### config.mk
export PLATFORM = sky130hd
export DESIGN_NAME = top_axi_serdes
export DESIGN_NICKNAME = d
export VERILOG_FILES = /design/src/rtl/top_axi_serdes_pkg.sv /design/src/rtl/serdes_rx_deframer.sv /design/src/rtl/top_axi_serdes.sv
export SDC_FILE = /design/constraint.sdc
export NUM_CORES = 1
export LEC_CHECK = 0
export BUFFER_PORTS_ARGS = -buffer_cell sky130_fd_sc_hd__clkbuf_2
export CAP_MARGIN = 0
export CORE_ASPECT_RATIO = 2
export CORE_MARGIN = 2
export CORE_UTILIZATION = 56
export CTS_CLUSTER_SIZE = 14
export DETAILED_ROUTE_END_ITERATION = 8
export PLACE_DENSITY = 0.79
export SYNTH_ARGS = -nofsm -noshare
export SYNTH_HDL_FRONTEND = slang
export SYNTH_HIERARCHICAL = 1
export SYNTH_SLANG_ARGS = --single-unit
### constraint.sdc
create_clock -name tx_clk -period 2.85 [get_ports tx_clk]
set_clock_uncertainty 0.05 [all_clocks]
set_input_delay 0.285 -clock tx_clk [delete_from_list [all_inputs] [get_ports tx_clk]]
set_output_delay 0.285 -clock tx_clk [all_outputs]
set_load 0.02 [all_outputs]
### src/rtl/top_axi_serdes_pkg.sv
// Shared types and constants for the loopback AXI-Stream serializer/deserializer.
package top_axi_serdes_pkg;

   localparam int DATA_W     = 32;
   localparam int FRAME_BITS = 35;   // start + 32 data + parity + stop
   localparam int CNT_W      = 5;

   // Index of the last data bit within the frame's data field.
   localparam int DATA_LAST  = FRAME_BITS - 4;

   typedef enum logic [2:0] {
      TX_IDLE,
      TX_START,
      TX_DATA,
      TX_PARITY,
      TX_STOP
   } tx_state_t;

   typedef enum logic [1:0] {
      R_IDLE,
      R_DATA,
      R_PARITY,
      R_STOP
   } rx_state_t;

   // Even parity bit: XOR of all data bits.
   function automatic logic even_parity(input logic [DATA_W-1:0] d);
      return ^d;
   endfunction

endpackage

### src/rtl/serdes_rx_deframer.sv
// Receive side: samples the serial line, rebuilds the 32-bit word, checks parity
// and stop bit, and presents good words on an AXI-Stream style output register.
module serdes_rx_deframer
   import top_axi_serdes_pkg::*;
(
   input  logic              clk,
   input  logic              rst_n,
   input  logic              line,
   input  logic              m_ready,
   output logic [DATA_W-1:0] m_data,
   output logic              m_valid,
   output logic              drop
);

   rx_state_t         rx_state;
   rx_state_t         rx_next;
   logic [CNT_W-1:0]  rx_cnt;
   logic [DATA_W-1:0] shreg;
   logic              par_ok;
   logic              shift_en;
   logic              par_en;
   logic              done_ok;

   // State register and data-bit counter.
   always_ff @(posedge clk) begin
      if (!rst_n) begin
         rx_state <= R_IDLE;
         rx_cnt   <= '0;
      end else begin
         rx_state <= rx_next;
         if (shift_en)
            rx_cnt <= rx_cnt + CNT_W'(1);
         else
            rx_cnt <= '0;
      end
   end

   // Next-state decode and per-state strobes.
   always_comb begin
      rx_next  = rx_state;
      shift_en = 1'b0;
      par_en   = 1'b0;
      done_ok  = 1'b0;
      drop     = 1'b0;
      case (rx_state)
         R_IDLE: begin
            if (line)
               rx_next = R_DATA;
         end
         R_DATA: begin
            shift_en = 1'b1;
            if (rx_cnt == CNT_W'(DATA_LAST))
               rx_next = R_PARITY;
         end
         R_PARITY: begin
            par_en  = 1'b1;
            rx_next = R_STOP;
         end
         R_STOP: begin
            rx_next = R_IDLE;
            if (!line && par_ok)
               done_ok = 1'b1;
            else
               drop = 1'b1;
         end
         default: rx_next = R_IDLE;
      endcase
   end

   // LSB-first shift register and parity verdict; pure datapath, no reset.
   always_ff @(posedge clk) begin
      if (shift_en)
         shreg <= {line, shreg[DATA_W-1:1]};
      if (par_en)
         par_ok <= (line == even_parity(shreg));
   end

   // Output register: loads on a good frame, holds until the downstream handshake.
   always_ff @(posedge clk) begin
      if (!rst_n) begin
         m_valid <= 1'b0;
         m_data  <= '0;
      end else if (done_ok) begin
         m_valid <= 1'b1;
         m_data  <= shreg;
      end else if (m_valid && m_ready) begin
         m_valid <= 1'b0;
      end
   end

endmodule

### src/rtl/top_axi_serdes.sv
// 32-bit AXI-Stream serializer/deserializer in internal loopback. The TX FSM
// drives a registered serial line; a single credit keeps one word in flight.
module top_axi_serdes
   import top_axi_serdes_pkg::*;
#(
   parameter int NUM_PHASES = 5
)
(
`ifdef USE_POWER_PINS
   inout  wire                   VPWR,
   inout  wire                   VGND,
`endif
   input  logic                  tx_clk,
   input  logic                  rx_clk,
   input  logic                  s_axis_aclk,
   input  logic                  m_axis_aclk,
   input  logic                  s_axis_reset_n,
   input  logic                  m_axis_reset_n,
   input  logic [NUM_PHASES-1:0] clk_phase,
   input  logic [31:0]           s_axis_tdata,
   input  logic                  s_axis_valid,
   output logic                  s_axis_ready,
   output logic [31:0]           m_axis_tdata,
   output logic                  m_axis_valid,
   input  logic                  m_axis_ready
);

   logic              rst_n;
   logic              unused_inputs;
   tx_state_t         tx_state;
   tx_state_t         tx_next;
   logic [CNT_W-1:0]  tx_cnt;
   logic [CNT_W-1:0]  cnt_next;
   logic [CNT_W-1:0]  cnt_inc;
   logic [DATA_W-1:0] tx_word;
   logic              line;
   logic              line_next;
   logic              credit;
   logic              credit_next;
   logic              active;
   logic              accept;
   logic              handshake;
   logic              drop;

   // Either reset input pulls the whole block into reset.
   assign rst_n = s_axis_reset_n & m_axis_reset_n;

   // Alias clocks and the reserved CDR phases are deliberately left unconnected.
   assign unused_inputs = ^{rx_clk, s_axis_aclk, m_axis_aclk, clk_phase};

   // Ready needs one clean edge after reset so it reads 0 throughout reset.
   assign s_axis_ready = active && (tx_state == TX_IDLE) && credit;
   assign accept       = s_axis_valid && s_axis_ready;
   assign handshake    = m_axis_valid && m_axis_ready;
   assign cnt_inc      = tx_cnt + CNT_W'(1);

   // TX state, bit counter, serial line, credit and post-reset enable registers.
   always_ff @(posedge tx_clk) begin
      if (!rst_n) begin
         tx_state <= TX_IDLE;
         tx_cnt   <= '0;
         line     <= 1'b0;
         credit   <= 1'b1;
         active   <= 1'b0;
      end else begin
         tx_state <= tx_next;
         tx_cnt   <= cnt_next;
         line     <= line_next;
         credit   <= credit_next;
         active   <= 1'b1;
      end
   end

   // Word capture on acceptance; held for the whole frame.
   always_ff @(posedge tx_clk) begin
      if (accept)
         tx_word <= s_axis_tdata;
   end

   // TX next-state: line_next is the bit the line carries while in tx_next.
   always_comb begin
      tx_next     = tx_state;
      cnt_next    = tx_cnt;
      line_next   = 1'b0;
      credit_next = credit;
      case (tx_state)
         TX_IDLE: begin
            if (accept) begin
               tx_next   = TX_START;
               line_next = 1'b1;
            end
         end
         TX_START: begin
            tx_next   = TX_DATA;
            cnt_next  = '0;
            line_next = tx_word[0];
         end
         TX_DATA: begin
            if (tx_cnt == CNT_W'(DATA_LAST)) begin
               tx_next   = TX_PARITY;
               line_next = even_parity(tx_word);
            end else begin
               cnt_next  = cnt_inc;
               line_next = tx_word[cnt_inc];
            end
         end
         TX_PARITY: begin
            tx_next = TX_STOP;
         end
         TX_STOP: begin
            tx_next = TX_IDLE;
         end
         default: tx_next = TX_IDLE;
      endcase
      if (accept)
         credit_next = 1'b0;
      else if (handshake || drop)
         credit_next = 1'b1;
   end

   serdes_rx_deframer u_rx (
      .clk     (tx_clk),
      .rst_n   (rst_n),
      .line    (line),
      .m_ready (m_axis_ready),
      .m_data  (m_axis_tdata),
      .m_valid (m_axis_valid),
      .drop    (drop)
   );

endmodule

==> results.md, run 1 <==
- Core Footprint: 0.00853 mm2
- Dpl hpwl: 6790 um
- EDFF count, synth: 65
- CP Depth: 7
- FF-to-FF Start: tx_cnt[1]
- Minimum clock period: 2460 ps
- Die Ht: 136 um
- NetSw: 798 uW
- # diodes: 0
- DRT iter0 DRCs: 123
- R2r setup slk: 390 ps
- Yosys synthesis warning count: 6
- Worst hold slack: 14.6 ps
- Reg2Reg Depth: 7
- Critical Path, Cell by Cell: ha_1 -> mux4_1 -> mux2i_1 -> nand3_1 -> nor4bb_1 -> a31oi_1 -> o31ai_1
- Via density: 5.38
- Clk slew on worst S/H paths: 50 ps
- H-Tree Level Count: 4
- Ys async rst share: 0%
- Leading area contributor after synthesis: edfxtp_1
- Sw frac: 19.7%
- GR Util All Layers: 22.2%
- DRC viols: 0
- Grt total ovfl: 0
- Setup WS pre-CTS: 390 ps
- Pwr Density: 657 mW/mm2
- Post-CTS setup buffers: 0
- Filler cell count in the final layout: 568
- Gpl congestion: 0.876
- Ports: 79
- Routed Antenna Nets: 0
- CTS max path bufs: 2
- Buffers added on ports: 70
- Worst path max stage delay: 670 ps
- Total clock sinks: 116
- Netlist Area Pre-Place: 0.00488 mm2
- Antenna violations before repair: 0
- Post-route cell area: 0.00615 mm2
- Synth cell types: 39
- Placed cells: 550
- Synthesis-stage register bit count: 116
- Layout cells sized above 1: 21.8%
- Area contributors post-synth: edfxtp_1 (40%), dfxtp_1 (21%), xnor2_1 (10%)
- Critical path's slowest cell: ha_1
- Bufs and invs on worst path: 0
- Critical Path AT: 2700 ps
- Fin. max-slew vios: 0
- Skew-Pair Late Insertion Delay: 400 ps
- FMAX: 0.406 GHz
- Syn avg cell area: 12.6 um2
- CTS tree: built
- Worst slew margin: 60.0%
- Combinational share of power: 4.7%
- Top FF cell, synth: edfxtp_1
- VDD IR-drop max: 578 uV
- Full die area: 0.00953 mm2
- Seq pwr share: 44.6%
- Top cell type's share of synthesized area: 40.0%
- Setup WS post-layout: 389 ps
- Worst Hold Class: primary input to flop
- Worst-path fanout max: 11
- Leakage: 0.00223 uW
- Final period util: 86.4%
- Worst Setup EP: line
- Largest net degree at the start of global routing: 42
- Post-synth net total: 440
- Vias in the first global route: 3301
- Gate Count Post-Synth: 387
- # rows: 48
- Critical path type: flop to flop
- Setup TNS: 0 ps
- Cell Count, Final, Fillers Out: 605
- Area of the multi-input gates: 0.00183 mm2
- Startpoint types: flop
- Clock buffer count from CTS: 17
- Register area share after synthesis: 60.9%
- Routed wire length: 10100 um
- Worst-Margin Slew: 600 ps
- Register Area: 0.00297 mm2
- Pint: 3240 uW
- Clock Power Share: 50.7%
- Crit path from: tx_cnt[1]
- Post_cts resized: 0
- Max Cap Violations: 0
- Commonest cells post-synth: nand2_1 (73), edfxtp_1 (65), xnor2_1 (56)
- Min-delay src: s_axis_tdata[25]
- CP Capture Type: flop
- Starting Density: 57.3%
- RSZ-0062 raised after global routing: no
- Critical path required time: 3090 ps
- Routed wire per std cell: 16.7 um
- R2r endpoint: line
- Horiz. Die Dim: 70.0 um
- Area Growth Syn to Fin: 26.0%
- First-pass GRT wire length: 15800 um
- Post-DP Area: 0.00535 mm2
- Count leader, synth: nand2_1
- Root buf cell: clkbuf_16
- Fin. Hold Viols: 0
- Vias: 3256
- Drt first pass iters: 4
- Layout Nets: 545
- CP top delay family: multiplexers
- Outcome: finished clean
- Endpoints failing setup: 0
worst register-to-register path, cell delays in order, from the launching register on:
cell	delay, ps
dfxtp_1	320
ha_1	670
mux4_1	660
mux2i_1	170
nand3_1	100
nor4bb_1	150
a31oi_1	140
o31ai_1	90
per-stage QoR:
stage | total power (uW) | util (%)
after CTS | 4070 | 71.4
after floorplan | 1940 | -
after global routing | 4170 | 72.2
final | 4040 | 72.2
after global placement | 1990 | 62.7
after detailed placement | 2000 | 62.7
timing repair:
action / 4_1_cts / 5_1_grt
endpoints found under the hold margin: 17 / 6
hold buffers: 17 / 6
setup endpoints to repair: 0 / 0
power by group through the flow:
stage	logic (uW)	clock network [uW]	registers [uW]
global placement	159	0	1830
global route	206	2160	1800
floorplan	112	0	1830
CTS	184	2080	1800
detailed placement	164	0	1840
finish	190	2050	1800
flip-flops by register name (all words and copies together), names as in the netlist:
signal,cells
u_rx/rx_cnt,5
u_rx/m_data,32
tx_cnt,5
line,1
tx_state,3
u_rx/par_ok,1
u_rx/shreg,32
credit,1
u_rx/rx_state,2
tx_word,32
active,1
u_rx/m_valid,1
layout make-up:
type	instances	share of cell area, %
clock inverters	13	2.28
repair buffers	100	10.3
flip-flops and latches	116	48.3
inverters	6	0.366
multi-input cells	251	29.7
well taps	100	2.03
clock buffers	19	7.04
per-layer routing:
metal | vias up | wire [um] | GRT usage, %
met2 | 101 | 5930 | 42.2
met1 | 1573 | 3560 | 20.9
met4 | 0 | 296 | 10.9
li1 | 1558 | - | -
met3 | 24 | 337 | 7.04
met5 | - | 0 | 0
worst min path at each step:
stage	endpoint	slack, ps	cells past startpoint
final	tx_word[25]	10	1
after global routing	tx_word[27]	1	1
after global placement	u_rx/rx_cnt[0]	380	1
after CTS	tx_word[25]	0.2	1
after floorplan	tx_word[0]	330	0
after detailed placement	u_rx/rx_cnt[0]	390	1
layout by cell type (no fill, tap or decap), types with 2 or more instances in the layout:
cell,n
xnor2_1,56
ha_1,8
mux4_1,4
xor2_1,8
o31ai_1,2
mux4_2,3
clkinvlp_4,2
nor2b_1,3
dfxtp_1,51
nand3_1,6
clkbuf_1,2
buf_4,7
nor3_1,3
a22oi_1,2
o21ai_0,2
dlygate4sd3_1,23
bufinv_16,3
clkinv_1,4
nand2_1,73
a21oi_1,5
edfxtp_1,65
nand2b_1,2
inv_1,6
clkinv_2,4
and3_1,5
mux2i_1,7
clkbuf_16,17
a21boi_0,34
nor2_1,13
clkbuf_2,70
kinds of logic (layout without fill, tap and decap cells):
logic type / after synthesis / count (layout) / synth area share, %
and+or+nand+nor: 111 / 111 / 9.86
adders and majority gates: 8 / 8 / 2.05
buffers and inverters: 20 / 138 / 1.72
muxes: 14 / 14 / 4.97
AOI/OAI and AO/OA: 50 / 50 / 7.35
DFF: 116 / 116 / 60.9
xor gates and xnor gates: 68 / 68 / 13.2
Power figures use the tool's default switching activity.
==> run 2: changes to the inputs <==
--- a/config.mk
+++ b/config.mk
@@ -12,6 +12,7 @@
 export CORE_UTILIZATION = 56
 export CTS_CLUSTER_SIZE = 14
 export DETAILED_ROUTE_END_ITERATION = 8
+export MAX_ROUTING_LAYER = met4
 export PLACE_DENSITY = 0.79
 export SYNTH_ARGS = -nofsm -noshare
 export SYNTH_HDL_FRONTEND = slang
==> run 2 against run 1 <==
Net effect:
- die area unchanged
- critical path depth stayed put
- sequential power is essentially flat
- via count increased by 1.0%
- worst setup slack worse by 20 ps
- combinational power about the same
- count of clock-buffer cells in the layout is the same
- total power grew 0.14%
- maximum frequency shrank 0.80%
- largest power group unchanged
- highest routed layer unchanged
==> results.md, run 2 (synthesized netlist as in run 1, its figures left out) <==
- Filler cell count in the final layout: 568
- H-Tree Level Count: 4
- Skew-Pair Late Insertion Delay: 400 ps
- Post_cts resized: 0
- Worst Hold Class: primary input to flop
- Critical Path AT: 2710 ps
- Hold Buf Count CTS: 17
- Pint: 3240 uW
- Post-DP Area: 0.00535 mm2
- Clock buffer count from CTS: 17
- VDD IR-drop max: 578 uV
- Horiz. Die Dim: 70.0 um
- Vias: 3290
- Buffers added on ports: 70
- R2r endpoint: line
- Routed wire length: 10200 um
- Worst-Margin Slew: 591 ps
- Dpl hpwl: 6790 um
- R2r setup slk: 370 ps
- CTS tree: built
- Setup TNS: 0 ps
- Min-delay src: s_axis_tdata[25]
- Die Ht: 136 um
- Critical path required time: 3080 ps
- Commonest non-fill, non-tap cells in the layout: nand2_1 (73), clkbuf_2 (70), edfxtp_1 (65), xnor2_1 (56), dfxtp_1 (51)
- Vias in the first global route: 3306
- First-pass GRT wire length: 15800 um
- Post-CTS setup buffers: 0
- Leakage: 0.00223 uW
- Worst-path fanout max: 11
- Startpoint types: flop
- Reg2Reg Depth: 7
- DRT iter0 DRCs: 136
- Post-route cell area: 0.00615 mm2
- Setup WS post-layout: 369 ps
- Commonest non-fill, non-tap cell in the layout: nand2_1
- Endpoints failing setup: 0
- Worst slew margin: 60.6%
- RSZ-0062 raised after global routing: no
- Fin. max-slew vios: 0
- Max Cap Violations: 0
- Largest net degree at the start of global routing: 42
- DRC viols: 0
- Combinational share of power: 4.7%
- Worst path max stage delay: 670 ps
- Clock Power Share: 50.8%
- Antenna violations before repair: 0
- Cell Count, Final, Fillers Out: 605
- Area Growth Syn to Fin: 26.0%
- Critical path type: flop to flop
- # diodes: 0
- Setup WS pre-CTS: 390 ps
- Fin util: 72.2%
- Root buf cell: clkbuf_16
- Via density: 5.44
- Clk slew on worst S/H paths: 50 ps
- Core Footprint: 0.00853 mm2
- Minimum clock period: 2480 ps
- Sw frac: 19.8%
- Fin. Hold Viols: 0
- Final period util: 87.0%
- Critical path's slowest cell: ha_1
- Layout cells sized above 1: 21.8%
- NetSw: 803 uW
- Seq pwr share: 44.5%
- Starting Density: 57.3%
- Routed wire per std cell: 16.8 um
- Outcome: finished clean
- Gpl congestion: 0.890
- Total clock sinks: 116
- CP Capture Type: flop
- Layout Nets: 545
- Placed cells: 550
- # rows: 48
- Grt total ovfl: 0
- FMAX: 0.403 GHz
- Ports: 79
- Largest regs: tx_word (32), u_rx/m_data (32), u_rx/shreg (32)
- CTS max path bufs: 2
- Hold Path Sink: tx_word[25]
- Hold path depth: 1
- FF-to-FF Start: tx_cnt[1]
- Critical Path, Cell by Cell: ha_1 -> mux4_1 -> mux2i_1 -> nand3_1 -> nor4bb_1 -> a31oi_1 -> o31ai_1
- Full die area: 0.00953 mm2
- Pwr Density: 658 mW/mm2
- GR Util All Layers: 22.9%
- Drt first pass iters: 5
- Routed Antenna Nets: 0
run 2: cell counts in the layout (fill, tap and decap cells not counted):
No cell type changed its count.
run 2: final cells by class:
class / instances / area, um2 / area share, %
Timing Repair Buffer: 100 / 633 / 10.3
Clock buffer: 19 / 433 / 7.04
Tap cell: 100 / 125 / 2.03
Sequential cell: 116 / 2970 / 48.3
Clock inverter: 13 / 140 / 2.28
Multi-Input combinational cell: 251 / 1830 / 29.7
Inverter: 6 / 22.5 / 0.366
run 2: power by group through the flow:
stage               clock (uW)  sequential, uW  combinational, uW
global placement             0            1830                159
floorplan                    0            1830                112
detailed placement           0            1840                164
CTS                       2080            1800                184
finish                    2060            1800                190
global route              2170            1800                206
run 2: how the worst max path moves through the flow:
| stage | slack (ps) | cells past startpoint | end | startpoint |
|---|---|---|---|---|
| after floorplan | 780 | 4 | tx_word[0] | tx_state[0] |
| after global placement | 500 | 7 | line | tx_cnt[1] |
| after detailed placement | 390 | 7 | line | tx_cnt[1] |
| after CTS | 390 | 7 | line | tx_cnt[1] |
| after global routing | 240 | 7 | line | tx_cnt[1] |
| final | 370 | 7 | line | tx_cnt[1] |
run 2: metal layers:
metal	vias up	GRT usage, %	wire length (um)	part of all wire, %
met2	108	42.1	5840	57
met3	31	7.04	422	4.1
met5	-	-	0	0
li1	1558	-	-	-
met4	0	10.9	347	3.4
met1	1593	21.1	3580	35
run 2: metrics by stage:
step / hold slack [ps] / power, uW
floorplan: 334 / 1940
global placement: 380 / 1990
detailed placement: 393 / 2000
CTS: 0.218 / 4070
global route: 0.976 / 4170
finish: 12.8 / 4050
run 2: critical path: cells and delay by family (launching register included):
family / cells / cell delay (ps)
compound gates: 2 / 240
fa+ha+maj: 1 / 670
flops: 1 / 330
mux: 2 / 820
simple gates: 2 / 260
==> run 3: changes to the inputs <==
--- a/config.mk
+++ b/config.mk
@@ -5,13 +5,13 @@
 export SDC_FILE = /design/constraint.sdc
 export NUM_CORES = 1
 export LEC_CHECK = 0
-export BUFFER_PORTS_ARGS = -buffer_cell sky130_fd_sc_hd__clkbuf_2
 export CAP_MARGIN = 0
 export CORE_ASPECT_RATIO = 2
 export CORE_MARGIN = 2
-export CORE_UTILIZATION = 56
+export CORE_UTILIZATION = 63
 export CTS_CLUSTER_SIZE = 14
 export DETAILED_ROUTE_END_ITERATION = 8
+export DONT_BUFFER_PORTS = 1
 export MAX_ROUTING_LAYER = met4
 export PLACE_DENSITY = 0.79
 export SYNTH_ARGS = -nofsm -noshare
==> run 3 against run 2 <==
Net effect:
- clock power is 8% higher
- cell count decreased by 11%
- core utilization grew 6.8 points
- via count is 8.4% lower
- sequential power about the same
- non-clock buffer count shrank 60
- largest cell class unchanged
- combinational power down 6%
- critical path depth stayed put
==> results.md, run 3 (synthesized netlist as in run 1, its figures left out) <==
- Outcome: finished clean
- Leakage: 0.00201 uW
- Routed wire per std cell: 19.4 um
- Routed wire length: 10500 um
- Final period util: 88.3%
- Layout Nets: 485
- FF-to-FF Start: tx_cnt[1]
- Worst-Margin Slew: 588 ps
- Hold Buf Count CTS: 33
- CTS max path bufs: 2
- VDD IR-drop max: 691 uV
- # rows: 45
- Worst slew margin: 60.8%
- Placed cells: 474
- Vias in the first global route: 3236
- Setup TNS: 0 ps
- Largest net degree at the start of global routing: 41
- R2r setup slk: 330 ps
- Critical path type: flop to flop
- Min-delay src: m_axis_ready
- Horiz. Die Dim: 66.3 um
- Cell Count, Final, Fillers Out: 539
- CP Capture Type: flop
- Critical path's slowest cell: ha_1
- Post_cts resized: 0
- Core Footprint: 0.00754 mm2
- Vias: 3015
- CTS tree: built
- FMAX: 0.397 GHz
- Gpl congestion: 0.845
- Layout cells sized above 1: 10.1%
- Fin. max-slew vios: 0
- Routed Antenna Nets: 0
- Via density: 5.59
- Worst-path fanout max: 11
- Root buf cell: clkbuf_16
- RSZ-0062 raised after global routing: no
- Clk slew on worst S/H paths: 50 ps
- GR Util All Layers: 27.3%
- Post-DP Area: 0.00499 mm2
- Post-route cell area: 0.00595 mm2
- Fin. Hold Viols: 0
- Dpl hpwl: 6530 um
- Crit path from: tx_cnt[1]
- Worst hold slack: 28.6 ps
- Largest regs: tx_word (32), u_rx/m_data (32), u_rx/shreg (32)
- Max Cap Violations: 0
- Worst Hold Class: primary input to flop
- Total clock sinks: 116
- Buffers added on ports: 0
- DRC viols: 0
- Worst path max stage delay: 660 ps
- Starting Density: 64.7%
- Fin util: 78.9%
- First-pass GRT wire length: 16000 um
- Commonest non-fill, non-tap cell in the layout: nand2_1
- # diodes: 0
- Skew-Pair Late Insertion Delay: 400 ps
- Full die area: 0.00851 mm2
- Commonest non-fill, non-tap cells in the layout: nand2_1 (73), edfxtp_1 (65), xnor2_1 (56), dfxtp_1 (51), a21boi_0 (34)
- Grt total ovfl: 0
- Filler cell count in the final layout: 455
- Antenna violations before repair: 0
- Endpoints failing setup: 0
- Minimum clock period: 2520 ps
- Critical Path, Cell by Cell: ha_1 -> mux4_1 -> mux2i_1 -> nand3_1 -> nor4bb_1 -> a31oi_1 -> o31ai_1
- H-Tree Level Count: 4
- Ports: 79
- Critical path required time: 3090 ps
- Critical Path AT: 2750 ps
- DRT iter0 DRCs: 142
- Drt first pass iters: 6
- Pwr Density: 707 mW/mm2
- Clock buffer count from CTS: 17
- Post-CTS setup buffers: 0
- Die Ht: 129 um
- Area Growth Syn to Fin: 21.9%
- Startpoint types: flop
## run 3: per-layer routing
layer  GRT usage, %  vias to the layer above  share of wire [%]
li1               -                     1437                  -
met1           25.8                     1469                 34
met5              -                        -                  0
met2           47.6                       80                 56
met4           16.2                        0                5.2
met3           7.43                       29                4.2
## run 3: layout make-up
cell class	instances	area (um2)	area share, %
clock buffers	23	509	8.55
clock inverters	9	123	2.06
inverters	6	22.5	0.378
multi-input cells	251	1830	30.7
flip-flops and latches	116	2970	49.9
well taps	94	118	1.98
repair buffers	40	383	6.43
## run 3: report_power, final
part / switching [uW] / internal, uW
logic: 80.3 / 97.4
clock network: 717 / 1510
registers: 16.2 / 1790
## run 3: worst max-delay path, delay by kind of cell (launching register included)
family / cells / cell delay (ps)
AOI/OAI and AO/OA: 2 / 230
adders and majority gates: 1 / 660
DFF: 1 / 320
muxes: 2 / 880
and+or+nand+nor: 2 / 250
## run 3: stage by stage
step                      setup WS (ps)  total power (uW)
after floorplan                     783              1940
after global placement              443              1970
after detailed placement            376              1970
after CTS                           335              4220
after global routing                181              4310
final                               334              4210
## run 3: worst paths after layout
kind	end	cells past startpoint
setup / recovery	line	7
hold reg to reg	u_rx/rx_cnt[0]	1
hold / removal	u_rx/m_valid	2
setup reg to reg	line	7
